==> src/rtl/frame_packer.sv <==
// frame_packer
// Buffers the byte stream from mode_selector in a small FIFO and re-emits it
// as fixed-length frames:
//     header byte, PAY_LEN payload bytes, 8-bit checksum of the payload
// on a valid/ready interface so that a slow sink can stall the output.
// A frame is only started once its whole payload is already buffered, so the
// payload phase never has to wait for input and never shows a bubble.

module frame_packer #(
    parameter int         DEPTH   = 16,     // FIFO depth in bytes, power of 2, >= PAY_LEN
    parameter int         PAY_LEN = 4,      // payload bytes per frame
    parameter logic [7:0] HDR     = 8'hA5   // first byte of every frame
) (
    input  logic                   clk,
    input  logic                   xrst,
    input  logic                   in_en,
    input  logic [7:0]             in_data,
    output logic [7:0]             out_data,
    output logic                   out_valid,
    input  logic                   out_ready,
    output logic                   out_sof,
    output logic                   out_eof,
    output logic [$clog2(DEPTH):0] fifo_lvl,
    output logic [7:0]             drop_cnt
);

    localparam int AW    = $clog2(DEPTH);
    localparam int LVL_W = AW + 1;
    localparam int IDX_W = (PAY_LEN > 1) ? $clog2(PAY_LEN) : 1;

    localparam logic [LVL_W-1:0] LVL_FULL  = LVL_W'(DEPTH);
    localparam logic [LVL_W-1:0] LVL_FRAME = LVL_W'(PAY_LEN);
    localparam logic [LVL_W-1:0] LVL_ONE   = LVL_W'(1);
    localparam logic [AW-1:0]    PTR_ONE   = AW'(1);
    localparam logic [IDX_W-1:0] IDX_LAST  = IDX_W'(PAY_LEN - 1);
    localparam logic [IDX_W-1:0] IDX_ONE   = IDX_W'(1);

    typedef enum logic [1:0] {
        ST_IDLE = 2'd0,
        ST_HDR  = 2'd1,
        ST_PAY  = 2'd2,
        ST_SUM  = 2'd3
    } state_t;

    // ------------------------------------------------------------------
    // FIFO storage and bookkeeping
    // ------------------------------------------------------------------
    logic [7:0]       mem [DEPTH];
    logic [7:0]       head_reg;
    logic [AW-1:0]    wr_ptr_reg;
    logic [AW-1:0]    wr_ptr_next;
    logic [AW-1:0]    rd_ptr_reg;
    logic [AW-1:0]    rd_ptr_next;
    logic [LVL_W-1:0] lvl_reg;
    logic [LVL_W-1:0] lvl_next;
    logic [7:0]       drop_reg;
    logic [7:0]       drop_next;

    // ------------------------------------------------------------------
    // Frame sequencer state; every output comes straight from a register
    // ------------------------------------------------------------------
    state_t           state_reg;
    logic [7:0]       byte_reg;    // header / checksum / idle byte
    logic             valid_reg;
    logic             sof_reg;
    logic             eof_reg;
    logic [7:0]       acc_reg;     // running payload checksum
    logic [IDX_W-1:0] idx_reg;     // payload byte index inside the frame

    logic             xfer;
    logic             pop;
    logic             push;
    logic             full;
    logic             frame_avail;
    logic [7:0]       pay_sum;

    // Handshake decode and FIFO next-state arithmetic
    always_comb begin
        xfer        = valid_reg & out_ready;
        // Only payload bytes leave the FIFO; header and checksum are generated.
        pop         = (state_reg == ST_PAY) & xfer;
        full        = (lvl_reg == LVL_FULL);
        // A full FIFO still accepts a byte when a slot frees up in the same cycle.
        push        = in_en & (~full | pop);
        frame_avail = (lvl_reg >= LVL_FRAME);
        // Checksum including the byte currently on the bus (8-bit wrap).
        pay_sum     = acc_reg + head_reg;

        wr_ptr_next = push ? (wr_ptr_reg + PTR_ONE) : wr_ptr_reg;
        rd_ptr_next = pop  ? (rd_ptr_reg + PTR_ONE) : rd_ptr_reg;

        lvl_next = lvl_reg;
        if (push && !pop) begin
            lvl_next = lvl_reg + LVL_ONE;
        end else if (pop && !push) begin
            lvl_next = lvl_reg - LVL_ONE;
        end

        // Overflow counter saturates so a long stall never wraps it to a small value.
        drop_next = drop_reg;
        if (in_en && !push && (drop_reg != 8'hFF)) begin
            drop_next = drop_reg + 8'd1;
        end
    end

    // Byte storage with a registered read port addressed by the next read pointer,
    // so head_reg always holds the byte that is at the head after this edge.
    always_ff @(posedge clk) begin
        if (push) begin
            mem[wr_ptr_reg] <= in_data;
        end
        head_reg <= mem[rd_ptr_next];
    end

    // FIFO pointers, occupancy and overflow counter
    always_ff @(posedge clk or negedge xrst) begin
        if (!xrst) begin
            wr_ptr_reg <= '0;
            rd_ptr_reg <= '0;
            lvl_reg    <= '0;
            drop_reg   <= 8'h00;
        end else begin
            wr_ptr_reg <= wr_ptr_next;
            rd_ptr_reg <= rd_ptr_next;
            lvl_reg    <= lvl_next;
            drop_reg   <= drop_next;
        end
    end

    // Frame sequencer: header, payload drained from the FIFO, then checksum
    always_ff @(posedge clk or negedge xrst) begin
        if (!xrst) begin
            state_reg <= ST_IDLE;
            byte_reg  <= 8'h00;
            valid_reg <= 1'b0;
            sof_reg   <= 1'b0;
            eof_reg   <= 1'b0;
            acc_reg   <= 8'h00;
            idx_reg   <= '0;
        end else begin
            case (state_reg)
                ST_IDLE: begin
                    // Wait for a complete payload so the frame can stream without gaps.
                    if (frame_avail) begin
                        state_reg <= ST_HDR;
                        byte_reg  <= HDR;
                        valid_reg <= 1'b1;
                        sof_reg   <= 1'b1;
                    end
                end
                ST_HDR: begin
                    if (xfer) begin
                        state_reg <= ST_PAY;
                        byte_reg  <= 8'h00;
                        sof_reg   <= 1'b0;
                        acc_reg   <= 8'h00;
                        idx_reg   <= '0;
                    end
                end
                ST_PAY: begin
                    // Payload byte is head_reg; it only advances on an accepted transfer.
                    if (xfer) begin
                        acc_reg <= pay_sum;
                        if (idx_reg == IDX_LAST) begin
                            state_reg <= ST_SUM;
                            byte_reg  <= pay_sum;
                            eof_reg   <= 1'b1;
                        end else begin
                            idx_reg <= idx_reg + IDX_ONE;
                        end
                    end
                end
                ST_SUM: begin
                    if (xfer) begin
                        eof_reg <= 1'b0;
                        // Chain straight into the next header when a payload is ready.
                        if (frame_avail) begin
                            state_reg <= ST_HDR;
                            byte_reg  <= HDR;
                            sof_reg   <= 1'b1;
                        end else begin
                            state_reg <= ST_IDLE;
                            byte_reg  <= 8'h00;
                            valid_reg <= 1'b0;
                        end
                    end
                end
                default: begin
                    state_reg <= ST_IDLE;
                    byte_reg  <= 8'h00;
                    valid_reg <= 1'b0;
                    sof_reg   <= 1'b0;
                    eof_reg   <= 1'b0;
                end
            endcase
        end
    end

    // During the payload the bus shows the FIFO head, otherwise the sequencer byte.
    assign out_data  = (state_reg == ST_PAY) ? head_reg : byte_reg;
    assign out_valid = valid_reg;
    assign out_sof   = sof_reg;
    assign out_eof   = eof_reg;
    assign fifo_lvl  = lvl_reg;
    assign drop_cnt  = drop_reg;

endmodule
==> config.mk <==
export PLATFORM = sky130hd
export DESIGN_NAME = frame_packer
export DESIGN_NICKNAME = d
export VERILOG_FILES = /design/src/rtl/frame_packer.sv
export SDC_FILE = /design/constraint.sdc
export NUM_CORES = 1
export LEC_CHECK = 0
export BUFFER_PORTS_ARGS = -buffer_cell sky130_fd_sc_hd__buf_2
export CAP_MARGIN = 20
export CORE_UTILIZATION = 45
export CTS_CLUSTER_SIZE = 8
export DETAILED_ROUTE_END_ITERATION = 16
export SKIP_CTS_REPAIR_TIMING = 1
export SLEW_MARGIN = 20
export SYNTH_ARGS = -nofsm -noshare
export SYNTH_HDL_FRONTEND = slang
export SYNTH_SLANG_ARGS = --single-unit
==> constraint.sdc <==
create_clock -name clk -period 9 [get_ports clk]
set_input_delay 1.35 -clock clk [delete_from_list [all_inputs] [get_ports clk]]
set_output_delay 1.35 -clock clk [all_outputs]
set_load 0.02 [all_outputs]
Word-level counts from Yosys, hierarchy flattened

Memory sizes are Yosys's and may differ from the RTL's. A register that Yosys moved wholly into a read port is not among the register bits.
Index checks and enable logic that the tools add are counted.

$add $sub $neg: 7
Equality and inequality tests: 13
Bitwise operators: 5
Reduce and logical (&&, ||, !) cells: 18
Muxes and demuxes: 37
$lt $le $gt $ge: 1

Operator list:

| cell                                                                                 | count |
|---|---|
| 8-bit 2-to-1 mux                                                                     | 8 |
| 8-bit case mux with 4 select lines                                                   | 1 |
| 2-bit 2-to-1 mux                                                                     | 8 |
| 8-bit case mux with 2 select lines                                                   | 1 |
| 2-bit != test (second input constant)                                                | 6 |
| 4-bit AND reduction                                                                  | 3 |
| 1-bit 2-to-1 mux                                                                     | 11 |
| 5-bit 2-to-1 mux                                                                     | 2 |
| 4-bit by 1-bit adder with 4-bit output (second input constant)                       | 2 |
| 8-bit by 1-bit adder with 8-bit output (second input constant)                       | 1 |
| 8-bit adder                                                                          | 1 |
| 8-bit != test (second input constant)                                                | 1 |
| 2-bit case mux with 4 select lines                                                   | 1 |
| 2-bit nonzero test                                                                   | 4 |
| 2-bit == test (second input constant)                                                | 3 |
| 3-bit AND reduction                                                                  | 2 |
| 5-bit by 1-bit adder with 5-bit output (second input constant)                       | 1 |
| 5-bit == test (second input constant)                                                | 1 |
| 5-bit by 3-bit greater-or-equal comparator with 1-bit output (second input constant) | 1 |
| 5-bit AND reduction                                                                  | 1 |
| 5-bit by 1-bit subtractor with 5-bit output (second input constant)                  | 1 |
| 1-bit logical AND                                                                    | 4 |
| 4-bit 2-to-1 mux                                                                     | 1 |
| 1-bit case mux with 2 select lines                                                   | 2 |
| 11 further kinds                                                                     | 14 |

Memories: 1
Output and inout bits: 24
Bits of input ports: 12
Word-level logic and storage cells: 93
Register bits: 44
Memory bits (writable): 128

Memories:

| name | words | width | rd ports | clocked after memory_dff | write ports | line | source |
|---|---|---|---|---|---|---|---|
| mem  | 16    | 8     | 1        | 1                        | 1           | 48   | `logic [7:0] mem [DEPTH];` |

Longest topological paths before layout

Gate-level depths: netlist (run 1).

Depth after elaboration: 8
Depth in mapped cells: 15
Depth with buffers taken out: 13

Worst setup path after synthesis (run 1)

No wires, ideal clock.

Kind: input-to-reg
Start: input out_ready
End: register lvl_reg[4], in the netlist fifo_lvl[4]
Library setup time: 0.135 ns
Data required time: 8.865 ns
Stages on the path: 12
Data arrival time: 3.361 ns
Path buffers: 1
Setup slack: 5.504 ns
Cells stage by stage: and3_1 buf_6 inv_2 a31oi_2 ha_1 inv_1 fa_1 a21o_1 a21oi_1 xnor2_1 nor2_1 xor2_1

Longest elaborated chain between the ends: 7
Elaborated cells on any way between the ends: 10
Classes of those cells: mux (1); bitwise (4); reduce/logical (5)

Ends and longest elaborated chain:

| what                                | line | source |
|---|---|---|
| start, declared                     | 20   | `input logic out_ready,` |
| 1-bit bitwise AND (*)               | 79   | `xfer = valid_reg & out_ready;` |
| 1-bit bitwise AND (*)               | 81   | `pop = (state_reg == ST_PAY) & xfer;` |
| 1-bit bitwise OR (*)                | 84   | `push = in_en & (~full \| pop);` |
| 1-bit bitwise AND (*)               | 84   |  |
| net push                            | 72   | `logic push;` |
| 1-bit logical NOT                   | 95   | `end else if (pop && !push) begin` |
| 1-bit logical AND                   | 95   |  |
| 2-bit nonzero test (no source line) | n/a  |  |
| end signal, assigned                | 125  | `lvl_reg <= lvl_next;` |
| end, declared                       | 54   | `logic [LVL_W-1:0] lvl_reg;` |

Mark *: on every way through the listed nets, which the timed path passes. The rest lies on a longest branch.
A chain may end at the register's enable or synchronous reset.

Worst setup path after layout (run 1)

Start: register state_reg[0]
End: register lvl_reg[4], in the netlist fifo_lvl[4]

Longest elaborated chain between the ends: 7
Elaborated cells on any way between the ends: 10
Classes of those cells: eq/ne (1); mux (1); bitwise (3); reduce/logical (5)

Ends and longest elaborated chain:

| what                                | line | source |
|---|---|---|
| start, declared                     | 62   | `state_t state_reg;` |
| start signal, assigned              | 133  | `state_reg <= ST_IDLE;` |
| start signal, assigned              | 145  | `state_reg <= ST_HDR;` |
| start signal, assigned              | 153  | `state_reg <= ST_PAY;` |
| 2-bit == test (*)                   | 81   |  |
| 1-bit bitwise AND (*)               | 81   |  |
| 1-bit bitwise OR (*)                | 84   |  |
| 1-bit bitwise AND (*)               | 84   |  |
| net push                            | 72   |  |
| 1-bit logical NOT                   | 95   |  |
| 1-bit logical AND                   | 95   |  |
| 2-bit nonzero test (no source line) | n/a  |  |

Marks and branches as above.

==> run summary, run 1 <==
CTS Buf Count: 17
Fmax: 246.3 MHz
Critical path fanouts, max: 28
DR iter-0 viols: 277
Post-DP Area: 0.008113 mm2
N_diodes: 0
Skew final: 0.009680 ns
Leakage: 3.268 nW
DRC viols: 0
CTS Root Cell: clkbuf_16
Worst reg-to-reg path cell count: 13
Post-synth EDFFs: 128
Top FF cell, synth: edfxtp_1
Crit Path Class: flop to flop
Number of distinct library cells after synthesis: 50
Largest family of logic cells by synthesized area: multiplexers
Worst-Margin Slew: 1.010 ns
Clock buffer depth: 2
First-pass GRT wire length: 23.79 mm
Reg-to-Reg End: fifo_lvl[4]
Mux share of post-synthesis cell area: 0.1141
Worst Hold Class: flop to flop
Setup WS pre-CTS: 4.932 ns
Fin area: 0.008723 mm2
Crit path arrival time: 4.36 ns
Drt pass-1 iters: 4
RSZ-0062 raised after global routing: no
Final worst slack: 4.939 ns
Commonest cells post-synth: edfxtp_1 (128), dfrtp_1 (44), nand2_1 (39), mux4_2 (27), ha_1 (22)
Global-route congestion overflow total: 0
Clock sink total: 180
Antenna viol nets, final: 0
Drt total wl: 15.45 mm
Synth area leaders: edfxtp_1 (50%), dfrtp_1 (14%), mux4_2 (7.9%), ha_1 (3.6%), dfxtp_1 (2.1%)
Total of max-cap violations: 0
CTS clk-pin slew, worst paths: 0.07 ns
Simple-gate share of the synthesized area: 0.06846
Final period util: 0.4512
Synth Register Bits: 180
VDD IR-drop max: 0.0002062 V
Pwr Density: 360.7 mW/mm2
Yosys top cell by area: edfxtp_1
Register area share after synthesis: 0.6603
Seq. cell area: 0.005105 mm2
Net count, final: 568
Routed vias: 4,234
Worst path cell trace: inv_1, ha_1, and3_1, inv_2, a31oi_2, ha_1, inv_1, fa_1, a21o_1, a21oi_1, xnor2_1, nor2_1, xor2_1
Worst Hold Launch: byte_reg[6]
Count leader, synth: edfxtp_1
Port-buffer cells: 35
FF-to-FF Start: state_reg[0]
Hpwl dp: 10.07 mm
Die Span Y: 133.1 um
Final hold vios: 0
Pins over their slew limit: 0
Area of the die: 0.01771 mm2
Fill count: 1,408
Final setup fails: 0
Clock latency on the worst-skew pair: 0.43 ns
Mapped Nets: 527
Gpl congestion: 0.7780
H-Tree Depth: 4
Initial Util: 0.4629
Compound-Gate Fraction of Synth Area: 0.07153
Total GRT Usage: 0.1848
Worst setup EP type: flop
Outcome: complete, no violations
Setup TNS Final: 0 ns
Hold Worst Slack: 0.4820 ns
Share of the synthesized area in the top cell type: 0.4972
Syn Inst Count: 491
Largest net degree at the start of global routing: 45
Multi-input logic area: 0.002464 mm2
Area growth syn-to-layout: 12.83%
Worst stage delay on the critical path: 0.83 ns
Die X: 133.1 um
CP Launch Type: flop
Slowest cell on crit path: ha_1
CP required: 9.30 ns
DR WL/cell: 20.22 um
Minimum clock period: 4.061 ns
XOR/XNOR Fraction of Synth Area: 0.02282
CTS tree: done
Min-Delay Endpoint: byte_reg[6]
Placement Rows: 47
Avg Cell Area, Syn: 15.75 um2
Hold Crit Depth: 2
Yosys Warn Count: 0
Largest Register: mem
CORE AREA: 0.01670 mm2
R2R Setup Slk: 4.94 ns
Syn Std Cell Area: 0.007731 mm2
Vias in the first global route: 4,277
Worst slew margin: 0.3267
I/O Pins: 36
Max FFs per register: 128
Layout cell share with drive strength beyond 1: 0.2022
Synth Area in Adders: 0.04078
Ys async rst share: 0.2444
Post-DR vias/cell: 5.542
Initial antenna violation count: 0
-- worst max-delay path, delay by kind of cell (launching register included) --
family | cells | cell delay, ns
buffers and inverters | 3 | 0.35
flip-flops | 1 | 0.45
AND/OR/NAND/NOR | 2 | 0.57
XOR/XNOR | 2 | 0.28
adder cells (fa/ha/maj) | 3 | 1.52
AO/OA/AOI/OAI | 3 | 0.76
-- kinds of logic after synthesis --
| logic type | count (synthesis) |
|---|---|
| flops | 180 |
| simple gates | 105 |
| compound gates | 82 |
| mux | 45 |
| buf+inv | 37 |
| fa+ha+maj | 24 |
| xor+xnor | 18 |
-- cell type report --
cell class	count	area share
flip-flops and latches	180	0.5852
multi-input cells	274	0.2824
clock buffers	17	0.04877
well taps	220	0.03155
repair buffers	38	0.02295
clock inverters	14	0.02008
inverters	21	0.009036
-- power by group --
group | internal, mW | leakage [nW] | switching (mW)
sequential | 1.05 | 1.77 | 0.111
combinational | 0.536 | 1.21 | 0.700
clock | 0.417 | 0.289 | 0.329
total | 2.01 | 3.27 | 1.14
-- cell usage in the layout, fill, tap and decap left out, types with 11 or more instances in the layout --
master	n
xnor2_1	11
o21ai_0	19
dfrtp_1	44
nand2_1	39
inv_1	20
and2_1	18
edfxtp_1	128
clkbuf_16	17
ha_1	22
a22oi_1	19
mux4_2	27
a21oi_1	15
buf_2	34
-- worst max-delay path by stage --
stage	depth (start not counted)	slack (ns)	startpoint	endpoint
detailed placement	12	4.93	out_ready	fifo_lvl[4]
finish	13	4.94	state_reg[0]	fifo_lvl[4]
global route	13	4.64	state_reg[0]	fifo_lvl[4]
CTS	13	4.94	state_reg[0]	fifo_lvl[4]
global placement	12	5.03	out_ready	fifo_lvl[4]
floorplan	12	5.50	out_ready	fifo_lvl[4]
-- metrics by stage --
step	util	cells	power, mW
final	0.5223	764	3.146
after global routing	0.5223	764	3.336
after CTS	0.5217	763	3.178
after detailed placement	0.4858	732	2.427
after global placement	0.4858	732	2.403
after floorplan	-	491	2.099
-- per-layer routing --
layer | global-route usage | share of wire | up-vias | routed length, um
met3 | 0.04023 | 0.037 | 10 | 568
met1 | 0.2483 | 0.46 | 2155 | 7121
met2 | 0.3063 | 0.49 | 94 | 7640
met5 | 0 | 0 | - | 0
met4 | 0.04598 | 0.0074 | 0 | 114
li1 | - | - | 1975 | -
No activity file was read; power rests on OpenSTA's default activity.
==> run 2, diff against run 1 <==
==> constraint.sdc (replaced) <==
create_clock -name clk -period 3.29 [get_ports clk]
set_input_delay 0.4935 -clock clk [delete_from_list [all_inputs] [get_ports clk]]
set_output_delay 0.4935 -clock clk [all_outputs]
set_load 0.02 [all_outputs]
==> run summary, run 2 (synthesis gave the netlist of run 1 again) <==
Total of max-cap violations: 0
CTS clk-pin slew, worst paths: 0.06 ns
CP required: 3.59 ns
Max FFs per register: 128
Minimum clock period: 2.959 ns
Clock latency on the worst-skew pair: 0.43 ns
Die Span Y: 133.1 um
Worst setup EP type: flop
Clock sink total: 180
DRC viols: 0
FF-to-FF Start: state_reg[0]
CTS Buf Count: 17
Initial Util: 0.4629
DR iter-0 viols: 280
Register share of total power: 0.369
Clock power share: 0.230
CTS Root Cell: clkbuf_16
Most common cell after layout, fill and taps aside: edfxtp_1
Drt total wl: 15.47 mm
Largest Register: mem
I/O Pins: 36
Most frequent cells in the layout: edfxtp_1 (128), dfrtp_1 (44), nand2_1 (39), buf_2 (34), mux4_2 (27)
Sw power: 3.088 mW
VDD IR-drop max: 0.0005588 V
Skew final: 0.009661 ns
Initial antenna violation count: 0
Final hold vios: 0
Largest net degree at the start of global routing: 45
Final worst slack: 0.3311 ns
Internal Dissipation: 5.548 mW
Logic gate share of total power: 0.401
DR WL/cell: 20.14 um
N_diodes: 0
Post-DR vias/cell: 5.548
Crit Path Class: flop to flop
Final period util: 0.8993
Routed vias: 4,261
Drt pass-1 iters: 5
Vias in the first global route: 4,437
Worst Hold Class: input port to asynchronous set/reset pin
Clock buffer depth: 2
Placement Rows: 47
CORE AREA: 0.01670 mm2
CTS tree: done
Area of the die: 0.01771 mm2
Global-route congestion overflow total: 0
Die X: 133.1 um
Setup TNS Final: 0 ns
Gpl congestion: 0.8384
Area growth syn-to-layout: 13.09%
Crit path arrival time: 3.26 ns
CP Launch Type: flop
Worst-Margin Slew: 0.8436 ns
Fill count: 1,378
Net count, final: 571
Total GRT Usage: 0.1930
H-Tree Depth: 4
Pins over their slew limit: 0
Leakage: 3.270 nW
Outcome: complete, no violations
Setup WS pre-CTS: 0.3415 ns
RSZ-0062 raised after global routing: no
Pwr Density: 987.7 mW/mm2
Hpwl dp: 10.27 mm
Sw frac: 0.3576
Worst slew margin: 0.4376
First-pass GRT wire length: 24.92 mm
Fmax: 338.0 MHz
Critical path fanouts, max: 7
Final setup fails: 0
Critical Path Source: state_reg[0]
Port-buffer cells: 35
Antenna viol nets, final: 0
Layout cell share with drive strength beyond 1: 0.1989
run 2: routing by layer:
layer,wire length [um],track usage,part of all wire
met3,626,0.04176,0.040
met2,7591,0.3072,0.49
met4,179,0.06577,0.012
met1,7073,0.2635,0.46
met5,0,0,0
run 2: area by class of cell:
| cell class | count | area [um2] | share of cell area |
|---|---|---|---|
| clock buffers | 22 | 444.2 | 0.05080 |
| clock inverters | 10 | 128.9 | 0.01474 |
| inverters | 21 | 78.83 | 0.009015 |
| multi-input cells | 274 | 2464 | 0.2818 |
| flip-flops and latches | 180 | 5105 | 0.5839 |
| well taps | 220 | 275.3 | 0.03148 |
| repair buffers | 41 | 247.7 | 0.02833 |
run 2: stage by stage:
stage                     utilization  instance area [um2]  std cells  power [mW]  hold WS (ns)
after floorplan                     -                 7731        491       5.742        0.1979
after global placement         0.4891                 8168        736       6.659        0.4583
after detailed placement       0.4891                 8168        736       6.723        0.4678
after CTS                      0.5234                 8741        768       8.723        0.2735
after global routing           0.5235                 8743        768       9.170        0.1083
final                          0.5235                 8743        768       8.636       0.07544
run 2: power by group through the flow:
stage / Clock, mW / Sequential, mW / Combinational [mW]
floorplan: 0 / 3.21 / 2.54
global placement: 0 / 3.21 / 3.45
detailed placement: 0 / 3.23 / 3.49
CTS: 2.02 / 3.19 / 3.51
global route: 2.10 / 3.24 / 3.82
finish: 1.98 / 3.19 / 3.47
run 2: worst paths after layout:
| check | slack (ns) | end | cells past startpoint |
|---|---|---|---|
| worst max-delay path | 0.33 | fifo_lvl[4] | 13 |
| worst min-delay path | 0.08 | acc_reg[5] | 1 |
| worst max register to register | 0.33 | fifo_lvl[4] | 13 |
| worst min register to register | 0.47 | byte_reg[6] | 2 |
| max in group asynchronous | 2.80 | fifo_lvl[0] | 1 |
| min in group clk | 0.46 | mem[8][2] | 1 |
run 2: critical path: stages, from the launching register on:
cell     delay [ns]
dfrtp_1        0.44
inv_1          0.11
ha_1           0.17
and3_1         0.37
inv_2          0.12
a31oi_2        0.21
ha_1           0.22
inv_1          0.11
fa_1           0.42
a21o_1         0.17
a21oi_1        0.17
xnor2_1        0.13
nor2_1         0.06
xor2_1         0.14
